[src/rtl/riscv_irq_pkg.sv]
// Shared constants and types for the interrupt front end feeding the RISC-V core.
package riscv_irq_pkg;

  // Number of maskable interrupt lines and the width of an interrupt index.
  localparam int NUM_IRQ  = 8;
  localparam int IRQ_ID_W = $clog2(NUM_IRQ);

  // Synchroniser depth used when the instantiating level does not override it.
  localparam int SYNC_STAGES_DEF = 2;

  // Per-line trigger mode encoding used in EDGE_MODE vectors.
  localparam logic MODE_EDGE  = 1'b1;
  localparam logic MODE_LEVEL = 1'b0;

  // Default trigger modes and reset values.
  localparam logic [NUM_IRQ-1:0] EDGE_MODE_DEF = 8'hFF;
  localparam logic [NUM_IRQ-1:0] MASK_RST_DEF  = 8'hFF;
  localparam logic               GIE_RST       = 1'b0;

  // Architectural state of the IRQ bank that advances together every cycle.
  typedef struct packed {
    logic [NUM_IRQ-1:0] pending;
    logic [NUM_IRQ-1:0] ovf;
  } irq_bank_t;

  // One-hot decode of the acknowledge handshake; an out-of-range id selects nothing.
  function automatic logic [NUM_IRQ-1:0] ack_decode(
    input logic                valid,
    input logic [IRQ_ID_W-1:0] id
  );
    logic [NUM_IRQ-1:0] dec;
    dec = {NUM_IRQ{1'b0}};
    for (int i = 0; i < NUM_IRQ; i++) begin
      if (valid && (int'(id) == i)) begin
        dec[i] = 1'b1;
      end else begin
        dec[i] = 1'b0;
      end
    end
    return dec;
  endfunction

endpackage

[src/rtl/irq_sync_edge.sv]
// Multi-flop synchroniser for one asynchronous line plus a history flop
// that turns a synchronised 0->1 transition into a single-cycle pulse.
module irq_sync_edge #(
  parameter int SYNC_STAGES = 2
) (
  input  logic clk,
  input  logic rst,
  input  logic async_in,
  output logic sync_level,
  output logic rise_pulse
);

  // Chain of SYNC_STAGES flops; bit 0 is the metastability-exposed stage.
  logic [SYNC_STAGES-1:0] sync_chain_r;
  // Previous synchronised value, used to detect the rising edge.
  logic                   hist_r;

  // Shift the asynchronous input through the synchroniser chain.
  always_ff @(posedge clk) begin
    if (rst) begin
      sync_chain_r <= {SYNC_STAGES{1'b0}};
    end else begin
      sync_chain_r <= {sync_chain_r[SYNC_STAGES-2:0], async_in};
    end
  end

  // Remember last cycle's synchronised level; cleared on reset so a line
  // held high across reset release is seen as a fresh rising edge.
  always_ff @(posedge clk) begin
    if (rst) begin
      hist_r <= 1'b0;
    end else begin
      hist_r <= sync_chain_r[SYNC_STAGES-1];
    end
  end

  assign sync_level = sync_chain_r[SYNC_STAGES-1];
  assign rise_pulse = sync_chain_r[SYNC_STAGES-1] & ~hist_r;

endmodule

[src/rtl/irq_front_end.sv]
// Interrupt front end: synchronises external IRQ/NMI lines, keeps per-line
// pending, mask and overflow state, and presents en_inter/int_req/nmi to the core.
module irq_front_end
  import riscv_irq_pkg::*;
#(
  parameter int                 NUM_IRQ     = riscv_irq_pkg::NUM_IRQ,
  parameter int                 SYNC_STAGES = riscv_irq_pkg::SYNC_STAGES_DEF,
  parameter logic [NUM_IRQ-1:0] EDGE_MODE   = riscv_irq_pkg::EDGE_MODE_DEF,
  parameter logic [NUM_IRQ-1:0] MASK_RST    = riscv_irq_pkg::MASK_RST_DEF
) (
  input  logic                clk,
  input  logic                rst,
  input  logic [NUM_IRQ-1:0]  irq_in,
  input  logic                nmi_in,
  input  logic                mask_we,
  input  logic [NUM_IRQ-1:0]  mask_wdata,
  input  logic                gie_we,
  input  logic                gie_wdata,
  input  logic                ack_valid,
  input  logic [IRQ_ID_W-1:0] ack_id,
  input  logic                nmi_ack,
  output logic                en_inter,
  output logic [NUM_IRQ-1:0]  int_req,
  output logic                nmi,
  output logic [NUM_IRQ-1:0]  irq_ovf
);

  // Synchronised levels and rising-edge pulses of the IRQ lines.
  logic [NUM_IRQ-1:0] irq_lvl_s;
  logic [NUM_IRQ-1:0] irq_rise_s;
  logic               nmi_lvl_s;
  logic               nmi_rise_s;

  // Architectural registers.
  logic [NUM_IRQ-1:0] pending_r;
  logic [NUM_IRQ-1:0] ovf_r;
  logic [NUM_IRQ-1:0] mask_r;
  logic               gie_r;
  logic               nmi_r;

  // Next-state values.
  logic [NUM_IRQ-1:0] ack_vec_s;
  logic [NUM_IRQ-1:0] pend_edge_next_s;
  logic [NUM_IRQ-1:0] ovf_evt_s;
  logic [NUM_IRQ-1:0] pending_next_s;
  logic [NUM_IRQ-1:0] ovf_next_s;
  logic [NUM_IRQ-1:0] mask_next_s;
  logic               gie_next_s;
  logic               nmi_set_s;
  logic               nmi_next_s;

  // One synchroniser + edge detector per maskable line.
  for (genvar g = 0; g < NUM_IRQ; g++) begin : g_irq_sync
    irq_sync_edge #(
      .SYNC_STAGES(SYNC_STAGES)
    ) u_sync (
      .clk        (clk),
      .rst        (rst),
      .async_in   (irq_in[g]),
      .sync_level (irq_lvl_s[g]),
      .rise_pulse (irq_rise_s[g])
    );
  end

  // The NMI line always uses its rising edge.
  irq_sync_edge #(
    .SYNC_STAGES(SYNC_STAGES)
  ) u_nmi_sync (
    .clk        (clk),
    .rst        (rst),
    .async_in   (nmi_in),
    .sync_level (nmi_lvl_s),
    .rise_pulse (nmi_rise_s)
  );

  // Decode the acknowledge handshake into a per-line clear vector.
  always_comb begin
    ack_vec_s = {NUM_IRQ{1'b0}};
    if (ack_valid) begin
      ack_vec_s = ack_decode(ack_valid, ack_id);
    end else begin
      ack_vec_s = {NUM_IRQ{1'b0}};
    end
  end

  // Pending and overflow next state: edge lines latch and are cleared by ack
  // (a new edge beats a simultaneous clear); level lines follow the synced level.
  always_comb begin
    pend_edge_next_s = irq_rise_s | (pending_r & ~ack_vec_s);
    ovf_evt_s        = EDGE_MODE & irq_rise_s & pending_r & ~ack_vec_s;
    pending_next_s   = (EDGE_MODE & pend_edge_next_s) | (~EDGE_MODE & irq_lvl_s);
    ovf_next_s       = ovf_evt_s | (ovf_r & ~ack_vec_s);
  end

  // Mask and global-enable write ports; values become visible next cycle.
  always_comb begin
    if (mask_we) begin
      mask_next_s = mask_wdata;
    end else begin
      mask_next_s = mask_r;
    end
    if (gie_we) begin
      gie_next_s = gie_wdata;
    end else begin
      gie_next_s = gie_r;
    end
  end

  // NMI is unmaskable; a new edge wins over a simultaneous acknowledge.
  // The rise pulse already implies a high synced level, the extra term is redundant.
  always_comb begin
    nmi_set_s = nmi_rise_s & nmi_lvl_s;
    if (nmi_set_s) begin
      nmi_next_s = 1'b1;
    end else if (nmi_ack) begin
      nmi_next_s = 1'b0;
    end else begin
      nmi_next_s = nmi_r;
    end
  end

  // State register: reset discards all pending state on the same edge.
  always_ff @(posedge clk) begin
    if (rst) begin
      pending_r <= {NUM_IRQ{1'b0}};
      ovf_r     <= {NUM_IRQ{1'b0}};
      mask_r    <= MASK_RST;
      gie_r     <= GIE_RST;
      nmi_r     <= 1'b0;
    end else begin
      pending_r <= pending_next_s;
      ovf_r     <= ovf_next_s;
      mask_r    <= mask_next_s;
      gie_r     <= gie_next_s;
      nmi_r     <= nmi_next_s;
    end
  end

  // Outputs come straight from registers; int_req is a plain AND of two
  // registers so it cannot glitch, and en_inter does not gate it.
  assign int_req  = pending_r & mask_r;
  assign irq_ovf  = ovf_r;
  assign nmi      = nmi_r;
  assign en_inter = gie_r;

endmodule

[config.mk]
export PLATFORM = sky130hd
export DESIGN_NAME = irq_front_end
export DESIGN_NICKNAME = d
export VERILOG_FILES = /design/src/rtl/riscv_irq_pkg.sv /design/src/rtl/irq_sync_edge.sv /design/src/rtl/irq_front_end.sv
export SDC_FILE = /design/constraint.sdc
export NUM_CORES = 1
export LEC_CHECK = 0
export BUFFER_PORTS_ARGS = -buffer_cell sky130_fd_sc_hd__clkbuf_2
export CAP_MARGIN = 15
export CORE_MARGIN = 4
export CORE_UTILIZATION = 30
export CTS_CLUSTER_DIAMETER = 40
export DETAILED_ROUTE_END_ITERATION = 7
export GPL_TIMING_DRIVEN = 0
export PLACE_DENSITY = 0.6
export REMOVE_ABC_BUFFERS = 1
export SLEW_MARGIN = 20
export SYNTH_ARGS = -nofsm -noshare
export SYNTH_HDL_FRONTEND = slang
export SYNTH_SLANG_ARGS = --single-unit
[constraint.sdc]
create_clock -name clk -period 1.4 [get_ports clk]
set_input_delay 0.28 -clock clk [delete_from_list [all_inputs] [get_ports clk]]
set_output_delay 0.28 -clock clk [all_outputs]
set_load 0.005 [all_outputs]
# ---- Word level (Yosys, flattened, before mapping)
# Cells that the tools add are included.
dict set report totals {
  ff_bits 53
  input_bits 27
  output_inout_bits 18
  elab_cells 78
}
dict set report classes {
  n_eq_ne 7
  mux 11
  bitwise_logic 27
  reduce_logical 10
}
# op n
set ops {}
lappend ops {{$and 8x8->8} 5}
lappend ops {{$or 8x8->8} 2}
lappend ops {{$eq 3x3->1 const B} 4}
lappend ops {{$and 1x1->1} 10}
lappend ops {{$mux 1} 10}
lappend ops {{$not 1->1} 9}
lappend ops {{$logic_and 1x1->1} 8}
lappend ops {{$mux 8} 1}
lappend ops {{$not 8->8} 1}
lappend ops {{$eq 3x2->1 const B} 2}
lappend ops {{$eq 3x1->1 const B} 1}
lappend ops {{$logic_not 3->1} 1}
lappend ops {{$reduce_bool 2->1} 1}

# ---- Depth between registers and ports, before layout
dict set report depth {
  ltp_word 7
  ltp_mapped 3
  mapped_depth_nobuf 3
}

# ---- Modules after synthesis
# A second synthesis with hierarchy kept.
dict set report unflattened {
  hier_cells 162
  area_unflattened_um2 1831.8
}
# module n_inst cells_per_inst area_per_inst_um2 seq_area_each_um2
set by_module_without_submodules {}
lappend by_module_without_submodules {irq_front_end 1 99 1043.5 520.5}
lappend by_module_without_submodules {irq_sync_edge 9 7 87.6 60.1}

# ---- Least setup slack after synthesis
# OpenSTA, ideal clock, no wires.
dict set report synth_timing {
  kind {in2reg}
  start {input ack_id[2]}
  end {register pending_r[0]}
  setup_ns 0.122
  arrival_ns 0.776
  required_time_ns 1.278
  path_slack_ns 0.502
  path_stages 3
  n_path_buf 0
  cell_sequence {nand2b_2 > o31ai_1 > a21oi_1}
}
dict set report synth_between {
  elab_chain_cells 7
}
# item line_no
set synth_rtl {}
lappend synth_rtl {{start: declaration} irq_front_end.sv:20} ;# input logic [IRQ_ID_W-1:0] ack_id,
lappend synth_rtl {{$logic_not 3->1} riscv_irq_pkg.sv:34} ;# if (valid && (int'(id) == i)) begin
lappend synth_rtl {{$logic_and 1x1->1} riscv_irq_pkg.sv:34}
lappend synth_rtl {{$mux 1} riscv_irq_pkg.sv:34}
lappend synth_rtl {{$mux 8} irq_front_end.sv:79} ;# if (ack_valid) begin
lappend synth_rtl {{$not 8->8} irq_front_end.sv:89} ;# pend_edge_next_s = irq_rise_s | (pending_r & ~ack_vec_s);
lappend synth_rtl {{$and 8x8->8} irq_front_end.sv:89}
lappend synth_rtl {{$or 8x8->8} irq_front_end.sv:89}
lappend synth_rtl {{end signal: assignment} irq_front_end.sv:125} ;# pending_r <= {NUM_IRQ{1'b0}};
lappend synth_rtl {{end signal: assignment} irq_front_end.sv:131} ;# pending_r <= pending_next_s;
lappend synth_rtl {{end: declaration} irq_front_end.sv:35} ;# logic [NUM_IRQ-1:0] pending_r;
# No other way between the ends.
# A chain may end at the register's enable or synchronous reset.

==> flow_metrics.py <==
metrics = {
    "finish": {
        "fin_util": 0.382,
        "multi_input_area_sq_um": 679,
        "nets": 244,
        "drive_above_1_share": 0.253,
        "fillCellCount": 557,
        "regArea_sq_um": 1060,
        "area_delta_synth_final_pct": 20.2,
        "stdcell_area_sq_um": 2160,
        "n_antenna_cell": 0,
    },
    "floorplan": {
        "io_pins": 45,
        "dieArea_sq_um": 7280,
        "die_w_microns": 85.3,
        "rows": 27,
        "start_util": 0.318,
        "chipHeight_microns": 85.3,
        "core-area_sq_um": 5640,
    },
    "status": {
        "outcome": "finished, final reports clean",
    },
    "placement": {
        "gp_congestion": 0.671,
        "io_buffers": 44,
        "dpl_cell_area_sq_um": 2070,
        "place_hpwl_mm": 2.18,
    },
    "global_route": {
        "met2_usage": 0.133,
        "antenna_found_initial": 0,
        "grt_overflow": 0,
        "grt_busiest_layer": "met2",
        "grt_pass1_vias": 1129,
        "grt_pass1_wl_mm": 5.24,
        "grt_use_met3": 0.0262,
        "grt_max_degree": 52,
        "track_usage": 0.0899,
        "met1_usage": 0.123,
    },
    "cts": {
        "root_buffer": "clkbuf_8",
        "post_cts_resized": 0,
        "ctsHoldBuffers": 0,
        "cts_tree": "yes",
        "post_cts_buffers": 0,
        "cts_buffers": 5,
        "cts.sinks": 53,
        "clk_pin_slew_ns": 0.08,
        "insertion_delay_ns": 0.29,
        "htreeDepth": 2,
        "cts_buffer_depth": 2,
    },
    "synth": {
        "synth_top_area_share": 0.592,
        "synth_seq_cells": 53,
        "mappedNetlistArea_sq_um": 1790,
        "ys_warn_count": 0,
        "synth_cells": 172,
        "ys_top_cells_by_area": "dfxtp_1 (59%), nor2b_1 (15%), a211o_1 (3.9%), and2_1 (2.8%), nor3_1 (2.8%)",
        "yosysSeqAreaShare": 0.592,
        "synth_top_cell_by_area": "dfxtp_1",
        "avgSynthCellArea_sq_um": 10.4,
        "synth_cell_types": 21,
    },
    "sta": {
        "period_needed_ns": 1.20,
        "final.period_utilization": 0.859,
        "rsz0062_at_grt": "false",
        "clock.fmax_ghz": 0.832,
        "holdWs_ns": 0.192,
        "final.setup.tns_ns": 0,
        "slew_violations": 0,
        "setup_viol": 0,
        "max_slew.worst_pin.slew_ns": 0.911,
        "slew_headroom": 0.393,
        "final-hold-violation-count": 0,
        "fin_worst_skew_ns": 0.00163,
    },
    "worst_setup_path": {
        "required_ns": 1.59,
        "endpoint_kind": "flop",
        "worstPathArrival_ns": 1.39,
        "cp_max_fo": 51,
        "start_kind": "input port",
        "critPathKind": "input port to flop",
    },
    "min_path": {
        "hold_path.class": "input port to flop",
    },
    "drt": {
        "vias": 1281,
        "drt_first_iter_violations": 32,
        "wl_per_cell_microns": 10.9,
        "via_per_inst": 4.43,
        "ant_nets": 0,
        "dr.pass1.iters": 4,
        "wirelength_mm": 3.15,
        "route.detailed.drc": 0,
    },
    "job": {
        "maxCapViolations": 0,
    },
    "power_and_ir_drop": {
        "irDropWorstVdd_uv": 536,
        "p_per_area_nw_per_um2": 1220,
        "leakage_nw": 0.892,
        "total_power_mw": 2.62,
    },
}
cell usage in the layout, fill, tap and decap left out, types with 5 or more instances in the layout:
cell / n
a211o_1: 8
a21oi_1: 7
a31oi_1: 7
and2_1: 8
clkbuf_2: 43
clkbuf_8: 6
dfxtp_1: 53
inv_1: 5
nand2_1: 5
nor2_1: 6
nor2b_1: 44
nor3_1: 10
layout make-up:
type / count / share of cell area
sequential: 53 / 0.492
multi-input combinational: 108 / 0.315
timing repair buffer: 44 / 0.102
tap: 72 / 0.0418
clock buffer: 7 / 0.0400
inverter: 5 / 0.00871
power breakdown:
group	internal (mW)	switching (mW)	total, mW	leakage [nW]
logic	0.101	0.0957	0.197	0.413
clock network	0.393	0.437	0.829	0.0443
registers	1.57	0.0249	1.60	0.435
final timing paths:
check | from | endpoint | slack, ns | cells past startpoint
setup / recovery | rst | pending_r[6] | 0.20 | 3
hold / removal | mask_wdata[2] | mask_r[2] | 0.19 | 2
setup reg to reg | g_irq_sync[1].u_sync.sync_chain_r[1] | irq_ovf[1] | 0.50 | 3
hold reg to reg | g_irq_sync[3].u_sync.sync_chain_r[0] | g_irq_sync[3].u_sync.sync_chain_r[1] | 0.44 | 1
per-layer routing:
metal | wire, microns | share of wire | up-vias
met5 | 0 | 0 | -
met3 | 213 | 0.068 | 5
met1 | 1560 | 0.50 | 575
li1 | - | - | 662
met2 | 1330 | 0.42 | 39
met4 | 42 | 0.013 | 0
logic make-up (layout without fill, tap and decap cells):
logic type | Yosys count | after routing | share of synthesized area
flops | 53 | 53 | 0.592
compound gates | 27 | 27 | 0.104
simple gates | 80 | 80 | 0.269
buf+inv | 11 | 56 | 0.0293
mux | 1 | 1 | 0.00558
sequential cells by signal, summed over array words and instances (netlist names):
name,count
en_inter,1
g_irq_sync.u_sync.hist_r,8
g_irq_sync.u_sync.sync_chain_r,16
irq_ovf,8
mask_r,8
nmi,1
pending_r,8
u_nmi_sync.hist_r,1
u_nmi_sync.sync_chain_r,2
synth_stat cells:
library cell	instances
nor2_1	6
nor2b_1	44
inv_1	5
nand2b_1	2
and2_1	8
nand2b_2	1
a21oi_1	7
mux2i_1	1
nor3_2	2
o31ai_1	2
buf_2	3
buf_4	2
o21ai_1	1
a211o_1	8
a31oi_1	7
nor3_1	10
clkbuf_1	1
nand2_1	5
dfxtp_1	53
nor3b_2	2
a22o_1	2
critical path, stage by stage:
cell     delay (ns)
buf_2          0.68
nor2b_1        0.14
a22o_1         0.26
per-stage QoR:
| stage | instances | setup slack, ns |
|---|---|---|
| 2_1_floorplan | 166 | 0.502 |
| 3_3_place_gp | 282 | -0.212 |
| 3_5_place_dp | 282 | -0.221 |
| 4_1_cts | 289 | 0.101 |
| 5_1_grt | 289 | 0.0756 |
| 6_report | 289 | 0.198 |
(Power assumes the default switching activity.)
